<file path="src/rtl/tx_module_if.sv">
// Transmit-side bundle between the command/response logic and the UART
// transmitter. The parameter must match the transmitter's NUM_BYTES.
//
// Handshake: the master raises tx_en_sig for one clk with tx_data/tx_len
// valid in the same cycle. The request is taken only when the transmitter
// is idle (tx_busy=0) and tx_len!=0. Requests while tx_busy=1 are dropped,
// not queued. tx_busy rises on the accepting edge and stays high until the
// last stop bit ends. On that edge Tx_Donesig pulses for one cycle. A request
// made in the Tx_Donesig cycle is accepted on the next edge.
interface tx_module_if #(
    parameter int NUM_BYTES = 6
);
    logic                   tx_en_sig;
    logic [NUM_BYTES*8-1:0] tx_data;
    logic [2:0]             tx_len;
    logic                   txd;
    logic                   tx_busy;
    logic                   Tx_Donesig;
    logic                   BPS_clk;
    logic [1:0]             dbg_state;

    modport master (
        output tx_en_sig, tx_data, tx_len,
        input  txd, tx_busy, Tx_Donesig, BPS_clk, dbg_state
    );

    modport slave (
        input  tx_en_sig, tx_data, tx_len,
        output txd, tx_busy, Tx_Donesig, BPS_clk, dbg_state
    );
endinterface

</file>
<file path="src/rtl/tx_module.sv">
// 8N1-style UART transmitter. It serialises 1..NUM_BYTES payload bytes onto
// txd, byte 0 first and LSB first. The bit timing matches the receive path.
// Supported settings: CLKS_PER_BIT 4..65535, NUM_BYTES 1..7, STOP_BITS 1 or 2.
module tx_module #(
    parameter int CLKS_PER_BIT = 1433,
    parameter int NUM_BYTES    = 6,
    parameter int STOP_BITS    = 1
) (
    input  logic        clk,
    input  logic        rst_n,
    tx_module_if.slave  bus
);

    localparam logic [15:0] CNT_MAX   = 16'(CLKS_PER_BIT - 1);
    localparam logic [15:0] CNT_MID   = 16'(CLKS_PER_BIT / 2);
    localparam logic [2:0]  LAST_STOP = 3'(STOP_BITS - 1);
    localparam logic [2:0]  MAX_LEN   = 3'(NUM_BYTES);

    typedef enum logic [1:0] {
        IDLE  = 2'd0,
        START = 2'd1,
        DATA  = 2'd2,
        STOP  = 2'd3
    } state_t;

    state_t                 state;
    logic [15:0]            baud_cnt;
    logic [2:0]             bit_idx;     // data bit in DATA, stop bit in STOP
    logic [2:0]             byte_idx;
    logic [2:0]             last_byte;   // latched effective length - 1
    logic [7:0]             shift_q;     // current byte, shifted out LSB first
    logic [NUM_BYTES*8-1:0] pay_q;       // payload; byte 0 always in the low bits
    logic                   txd_q;
    logic                   busy_q;
    logic                   done_q;
    logic                   bps_q;

    logic                   bit_end;
    logic [2:0]             eff_len;
    logic [NUM_BYTES*8-1:0] pay_next;

    // Bit boundary, length clamp and next-byte alignment for the FSM.
    always_comb begin
        bit_end  = (baud_cnt == CNT_MAX);
        eff_len  = (bus.tx_len > MAX_LEN) ? MAX_LEN : bus.tx_len;
        pay_next = pay_q >> 8;
    end

    // Frame FSM, baud counter and all registered outputs.
    always_ff @(posedge clk or negedge rst_n) begin
        if (!rst_n) begin
            state     <= IDLE;
            baud_cnt  <= 16'd0;
            bit_idx   <= 3'd0;
            byte_idx  <= 3'd0;
            last_byte <= 3'd0;
            shift_q   <= 8'd0;
            pay_q     <= '0;
            txd_q     <= 1'b1;
            busy_q    <= 1'b0;
            done_q    <= 1'b0;
            bps_q     <= 1'b0;
        end else begin
            done_q <= 1'b0;
            // The pulse lands in the cycle after the mid-bit count.
            bps_q  <= (state != IDLE) && (baud_cnt == CNT_MID);

            // The counter runs only inside a frame. It wraps at every bit end.
            if (state != IDLE) begin
                baud_cnt <= bit_end ? 16'd0 : baud_cnt + 16'd1;
            end

            case (state)
                IDLE: begin
                    if (bus.tx_en_sig && (bus.tx_len != 3'd0)) begin
                        pay_q     <= bus.tx_data;
                        shift_q   <= bus.tx_data[7:0];
                        last_byte <= eff_len - 3'd1;
                        byte_idx  <= 3'd0;
                        bit_idx   <= 3'd0;
                        baud_cnt  <= 16'd0;
                        txd_q     <= 1'b0;   // the start bit begins on this edge
                        busy_q    <= 1'b1;
                        state     <= START;
                    end
                end

                START: begin
                    if (bit_end) begin
                        state   <= DATA;
                        bit_idx <= 3'd0;
                        txd_q   <= shift_q[0];
                        shift_q <= {1'b0, shift_q[7:1]};
                    end
                end

                DATA: begin
                    if (bit_end) begin
                        if (bit_idx == 3'd7) begin
                            state   <= STOP;
                            bit_idx <= 3'd0;
                            txd_q   <= 1'b1;
                        end else begin
                            bit_idx <= bit_idx + 3'd1;
                            txd_q   <= shift_q[0];
                            shift_q <= {1'b0, shift_q[7:1]};
                        end
                    end
                end

                STOP: begin
                    if (bit_end) begin
                        if (bit_idx != LAST_STOP) begin
                            bit_idx <= bit_idx + 3'd1;
                        end else if (byte_idx != last_byte) begin
                            // The next byte follows with no idle gap.
                            byte_idx <= byte_idx + 3'd1;
                            bit_idx  <= 3'd0;
                            pay_q    <= pay_next;
                            shift_q  <= pay_next[7:0];
                            txd_q    <= 1'b0;
                            state    <= START;
                        end else begin
                            bit_idx <= 3'd0;
                            busy_q  <= 1'b0;
                            done_q  <= 1'b1;
                            state   <= IDLE;
                        end
                    end
                end

                default: state <= IDLE;
            endcase
        end
    end

    assign bus.txd        = txd_q;
    assign bus.tx_busy    = busy_q;
    assign bus.Tx_Donesig = done_q;
    assign bus.BPS_clk    = bps_q;
    assign bus.dbg_state  = state;

endmodule

</file>
<file path="src/flat_wrapper.sv">
// flat-port wrapper written by rule: the top's interface ports become plain ports
module tx_module_flat 
#(
    parameter int CLKS_PER_BIT = 1433,
    parameter int NUM_BYTES    = 6,
    parameter int STOP_BITS    = 1
)
  (clk, rst_n, bus_tx_en_sig, bus_tx_data, bus_tx_len, bus_txd, bus_tx_busy, bus_Tx_Donesig, bus_BPS_clk, bus_dbg_state);
  tx_module_if #(.NUM_BYTES(NUM_BYTES)) bus_i ();
  input  logic clk;
  input  logic rst_n;
  input wire logic [$bits(bus_i.tx_en_sig)-1:0] bus_tx_en_sig;
  input wire logic [$bits(bus_i.tx_data)-1:0] bus_tx_data;
  input wire logic [$bits(bus_i.tx_len)-1:0] bus_tx_len;
  output wire logic [$bits(bus_i.txd)-1:0] bus_txd;
  output wire logic [$bits(bus_i.tx_busy)-1:0] bus_tx_busy;
  output wire logic [$bits(bus_i.Tx_Donesig)-1:0] bus_Tx_Donesig;
  output wire logic [$bits(bus_i.BPS_clk)-1:0] bus_BPS_clk;
  output wire logic [$bits(bus_i.dbg_state)-1:0] bus_dbg_state;
  assign bus_i.tx_en_sig = bus_tx_en_sig;
  assign bus_i.tx_data = bus_tx_data;
  assign bus_i.tx_len = bus_tx_len;
  assign bus_txd = bus_i.txd;
  assign bus_tx_busy = bus_i.tx_busy;
  assign bus_Tx_Donesig = bus_i.Tx_Donesig;
  assign bus_BPS_clk = bus_i.BPS_clk;
  assign bus_dbg_state = bus_i.dbg_state;
  tx_module #(.CLKS_PER_BIT(CLKS_PER_BIT), .NUM_BYTES(NUM_BYTES), .STOP_BITS(STOP_BITS)) u_core (.clk(clk), .rst_n(rst_n), .bus(bus_i));
endmodule
</file>
<file path="config.mk">
export PLATFORM = sky130hd
export DESIGN_NAME = tx_module_flat
export DESIGN_NICKNAME = d
export VERILOG_FILES = /design/src/rtl/tx_module_if.sv /design/src/rtl/tx_module.sv /design/src/flat_wrapper.sv
export SDC_FILE = /design/constraint.sdc
export NUM_CORES = 1
export LEC_CHECK = 0
export CAP_MARGIN = 20
export CELL_PAD_IN_SITES_DETAIL_PLACEMENT = 2
export CELL_PAD_IN_SITES_GLOBAL_PLACEMENT = 2
export CORE_ASPECT_RATIO = 1.25
export CORE_MARGIN = 2
export CORE_UTILIZATION = 37
export DETAILED_ROUTE_END_ITERATION = 7
export PLACE_DENSITY = 0.9
export SLEW_MARGIN = 20
export SYNTH_ARGS = -nofsm -noshare
export SYNTH_HDL_FRONTEND = slang
export SYNTH_SLANG_ARGS = --single-unit
</file>
<file path="constraint.sdc">
create_clock -name clk -period 3.85 [get_ports clk]
set_clock_uncertainty 0.1 [all_clocks]
set_input_delay 0.77 -clock clk [delete_from_list [all_inputs] [get_ports clk]]
set_output_delay 0.77 -clock clk [all_outputs]
set_load 0.01 [all_outputs]
</file>
After elaboration in Yosys (flattened, before gate mapping) --
Cells that the tools add are included.
Storage, ports and cells: output and inout port bits 6, memories 0, register bits 87, latch bits 0, memory bits (writable) 0, bits in read-only memories 0, word-level logic and storage cells 100
Operators by class: add/subtract/negate cells 4, bitwise gates (word level) 0, mux-type cells 54, shifts and indexed selects 0, divide/modulo/power cells 0, multiply operators 0, equal/unequal tests 16, reductions and logical operators 14, order comparisons 1
Operators with widths (number):
- two-way mux 48 bit | 4
- case mux 48 bit (2 select lines) | 1
- two-way mux 16 bit | 4
- two-way mux 8 bit | 7
- case mux 8 bit (4 select lines) | 1
- two-way mux 3 bit | 10
- adder 16 x 1 -> 16 bit, second input constant | 1
- == test 16 x 10 -> 1 bit, second input constant | 1
- == test 16 x 11 -> 1 bit, second input constant | 1
- two-way mux 1 bit | 16
- two-way mux 2 bit | 6
- != test 2 x 1 -> 1 bit, second input constant | 6
- case mux 3 bit (4 select lines) | 1
- AND reduction 6 bit | 2
- AND reduction 5 bit | 2
- case mux 2 bit (4 select lines) | 1
- AND reduction 7 bit | 1
- adder 3 x 1 -> 3 bit, second input constant | 2
- != test 2 bit, second input constant | 3
- case mux 3 bit (2 select lines) | 1
- nonzero test 3 bit | 2
- == test 2 bit, second input constant | 2
- case mux 1 bit (4 select lines) | 1
- AND reduction 4 bit | 1
- other kinds (10) | 12

Longest topological paths before layout --
depth in word-level cells 5, mapped depth 10, depth with buffers taken out 7

Least setup slack after synthesis --
Ideal clock, no wire load.
path type reg2reg, start register u_core.baud_cnt[0], end register u_core.shift_q[0], arrival time 2374 ps, setup time 125 ps, path slack 1251 ps, path buffers 0, stages on the path, launching flop included 8, required time 3625 ps, period minus slack after synthesis 2599 ps, cells stage by stage dfrtp_1 inv_1 ha_1 or3b_2 nor4_4 o21ai_2 a221oi_4 mux2_2
Between the ends: cells in the longest elaborated chain, start to end 3, elaborated cells on any way between the ends 5
Ends and longest elaborated chain:
- start, declared | RTL line tx_module.sv:27 | logic [15:0] baud_cnt;
- start signal, assigned | RTL line tx_module.sv:70 | baud_cnt <= bit_end ? 16'd0 : baud_cnt + 16'd1;
- == test 16 x 11 -> 1 bit * | RTL line tx_module.sv:44 | bit_end = (baud_cnt == CNT_MAX);
- != test 2 x 1 -> 1 bit (no source line)
- AND reduction 7 bit (no source line) *
- end signal, assigned | RTL line tx_module.sv:77 | shift_q <= bus.tx_data[7:0];
- end signal, assigned | RTL line tx_module.sv:93 | shift_q <= {1'b0, shift_q[7:1]};
- end signal, assigned | RTL line tx_module.sv:106 | shift_q <= {1'b0, shift_q[7:1]};
- end, declared | RTL line tx_module.sv:31 | logic [7:0] shift_q;
Every way passes the cells marked *; elsewhere a longest branch is shown, timed or not. A chain may end at the register's enable or synchronous reset.

Final worst setup path --
start register u_core.baud_cnt[0], end register u_core.shift_q[4]
Same word-level chain as after synthesis.

==> impl_metrics.py <==
metrics = {
    "job": {
        "cap_viol_max_count": 0,
    },
    "clocking": {
        "root_buffer": "clkbuf_16",
        "cts_max_level": 3,
        "cts_buffer_depth": 2,
        "cts_made_buffers": 9,
        "post_cts_buffers": 0,
        "hold_buffers": 0,
        "clk_latency_ps": 340,
        "cts.sinks": 79,
        "tritoncts": "done",
        "clk_pin_slew_ps": 60,
        "post_cts_resize_count": 0,
    },
    "setup_path": {
        "max_stage_delay_ps": 560,
        "worstPathRequired_ps": 3970,
        "r2r_setup_slack_ps": 740,
        "critPathArrivalTime_ps": 3230,
        "path_class": "reg2reg",
        "critPathTopFamily": "simple AND/OR/NAND/NOR gates",
        "endpoint_kind": "register",
        "crit_fanout": 8,
        "startpoint_type": "register",
        "path_cells": "inv_1 > ha_1 > or3b_2 > nor4_4 > o21ai_2 > a221oi_4 > mux2_2",
        "crit_buf_inv": 1,
        "critical_path.slowest_cell": "nor4_4",
    },
    "sta": {
        "hold_viol": 0,
        "drv_slew": 0,
        "post-route-min-period_ps": 3107,
        "post-route-period-util_pct": 80.69,
        "slew_headroom_pct": 33.47,
        "clock.fmax_mhz": 321.9,
        "worst_pin_slew_ps": 994.3,
        "setup_ws_ps": 743.4,
        "setup_viol_count_final": 0,
        "fin_setup_tns_ps": 0,
        "rsz0062_at_grt": "false",
    },
    "floorplanning": {
        "start_util_pct": 37.91,
        "die_w_microns": 97.28,
        "pin_count": 60,
        "dieHeight_microns": 120.6,
        "rows": 42,
        "dieArea_sq_mm": 0.01173,
        "core_area_sq_mm": 0.01062,
    },
    "final_layout": {
        "final_nets": 532,
        "mostFrequentLayoutCells": "dfrtp_1, nand2_1, o21ai_0, clkdlybuf4s50_1, mux2i_1",
        "seq_area_sq_mm": 0.001978,
        "final_common_cell": "dfrtp_1",
        "antenna_cells": 0,
        "multi_input_comb_area_sq_mm": 0.001918,
        "fill_cells": 1121,
        "syn_to_final_growth_pct": 25.65,
        "drive_above_1_share_pct": 8.034,
    },
    "placement": {
        "port_buffers": 59,
        "pre_cts_ws_ps": 677.9,
        "gp_congestion": 0.7691,
        "dp_hpwl_microns": 8357,
    },
    "power": {
        "power.total_w": 0.001817,
        "p_leak_nw": 2.092,
        "max-vdd-ir-drop_mv": 0.1979,
        "power_density_mw_per_mm2": 359.3,
    },
    "synthesis": {
        "synth_ff_type": "dfrtp_1",
        "yosys_warnings": 0,
        "synth_seq_cells": 79,
        "synth_area_sq_mm": 0.004024,
        "ys_types": 45,
        "synth_cells": 417,
        "synth_nets": 481,
        "synth_edf_count": 0,
        "async_reset_ff_share_pct": 100.0,
        "ys_seq_area_share_pct": 49.16,
        "syn-mean-instance-area_sq_um": 9.650,
    },
    "worst_hold_path": {
        "hold_path.class": "in2async",
    },
    "routing": {
        "viasPerCell": 5.729,
        "drc": 0,
        "antenna_left": 0,
        "routed_wl_microns": 13040,
        "num_vias": 3466,
        "drt-initial-drc-count": 130,
        "wl_per_cell_microns": 21.55,
        "drtPass1Iterations": 4,
    },
    "global_route": {
        "antenna_found_initial": 0,
        "grt_max_degree": 80,
        "grt_pass1_vias": 4002,
        "grt.total_usage_pct": 23.65,
        "grt_pass1_wl_microns": 21710,
        "grt_overflow": 0,
    },
    "outcome": {
        "outcome": "completed",
    },
}
[kinds of logic after synthesis]
family,Yosys count,share of synthesized area [%]
compound gates,116,17.38
xor+xnor,5,1.088
mux,42,10.76
buf+inv,36,3.420
fa+ha+maj,10,3.109
flops,79,49.16
simple gates,129,15.08
[cell type report]
| cell class | instances | share of cell area (%) |
|---|---|---|
| multi-input cells | 302 | 37.94 |
| inverters | 13 | 0.9651 |
| repair buffers | 63 | 12.55 |
| flip-flops and latches | 79 | 39.12 |
| clock inverters | 2 | 0.7424 |
| clock buffers | 14 | 5.419 |
| well taps | 132 | 3.267 |
[cell usage after synthesis (2+ instances only)]
cell | count | area share, %
buf_2 | 2 | 0.25
ha_1 | 10 | 3.1
nand3b_1 | 2 | 0.37
a21oi_1 | 7 | 0.87
nand4_1 | 8 | 1.2
o21ai_0 | 75 | 9.3
nor2_1 | 11 | 1.0
nor3_1 | 7 | 0.87
and3_1 | 2 | 0.31
a22oi_1 | 8 | 1.5
clkbuf_1 | 20 | 1.9
nand2_1 | 75 | 7.0
inv_1 | 13 | 1.2
or2_2 | 2 | 0.31
mux2i_1 | 32 | 8.0
nor4_1 | 2 | 0.31
mux2_2 | 10 | 2.8
a31oi_1 | 4 | 0.62
and2_1 | 3 | 0.47
a22o_1 | 8 | 1.7
dfrtp_1 | 78 | 49
nand2b_1 | 5 | 0.78
xnor2_1 | 4 | 0.87
a41oi_1 | 3 | 0.65
nand3_1 | 6 | 0.75
[routing by layer]
metal,GRT usage [%],vias up,part of all wire [%]
li1,-,1582,-
met1,26.64,1776,39
met2,43.19,74,54
met3,5.029,34,3.4
met4,10.16,0,3.0
met5,0,-,0
[through the flow]
stage	cell area [sq um]	std cells	hold slack [ps]	util, %
after detailed placement	4733	589	375.0	44.59
final	5056	605	361.6	47.63
after floorplan	4024	417	342.0	-
after global placement	4733	589	360.1	44.59
after CTS	5045	605	399.1	47.52
after global routing	5056	605	410.1	47.63
[state kept, by name (all words and copies together) (netlist names)]
register               cells
u_core.bus.dbg_state       2
u_core.bus.Tx_Donesig      1
u_core.pay_q              40
u_core.baud_cnt           16
u_core.bus.tx_busy         1
u_core.bus.txd             1
u_core.shift_q             8
u_core.byte_idx            3
u_core.bit_idx             3
u_core.bus.BPS_clk         1
u_core.last_byte           3
[worst paths after layout]
kind | startpoint | end | cells past startpoint
setup / recovery | u_core.baud_cnt[0]$_DFF_PN0_ | u_core.shift_q[4]$_DFFE_PN0P_ | 7
hold / removal | rst_n | u_core.pay_q[13]$_DFFE_PN0P_ | 1
setup reg to reg | u_core.baud_cnt[0]$_DFF_PN0_ | u_core.shift_q[4]$_DFFE_PN0P_ | 7
hold reg to reg | u_core.pay_q[36]$_DFFE_PN0P_ | u_core.pay_q[36]$_DFFE_PN0P_ | 2
max in group asynchronous | rst_n | u_core.bit_idx[2]$_DFFE_PN0P_ | 1
min in group clk | u_core.pay_q[36]$_DFFE_PN0P_ | u_core.pay_q[36]$_DFFE_PN0P_ | 2
[worst reg2reg max path, cell delays in order (launching register included)]
cell      delay [ps]
dfrtp_1          470
inv_1            100
ha_1             150
or3b_2           530
nor4_4           560
o21ai_2          200
a221oi_4         470
mux2_2           410
[power breakdown]
group	switching (W)	total (W)	leakage (nW)	internal [W]
Sequential	0	0.000830	1.08	0.000830
Clock	0.000341	0.000897	0.149	0.000556
Combinational	0.0000355	0.0000890	0.867	0.0000534
(Power assumes the default switching activity.)
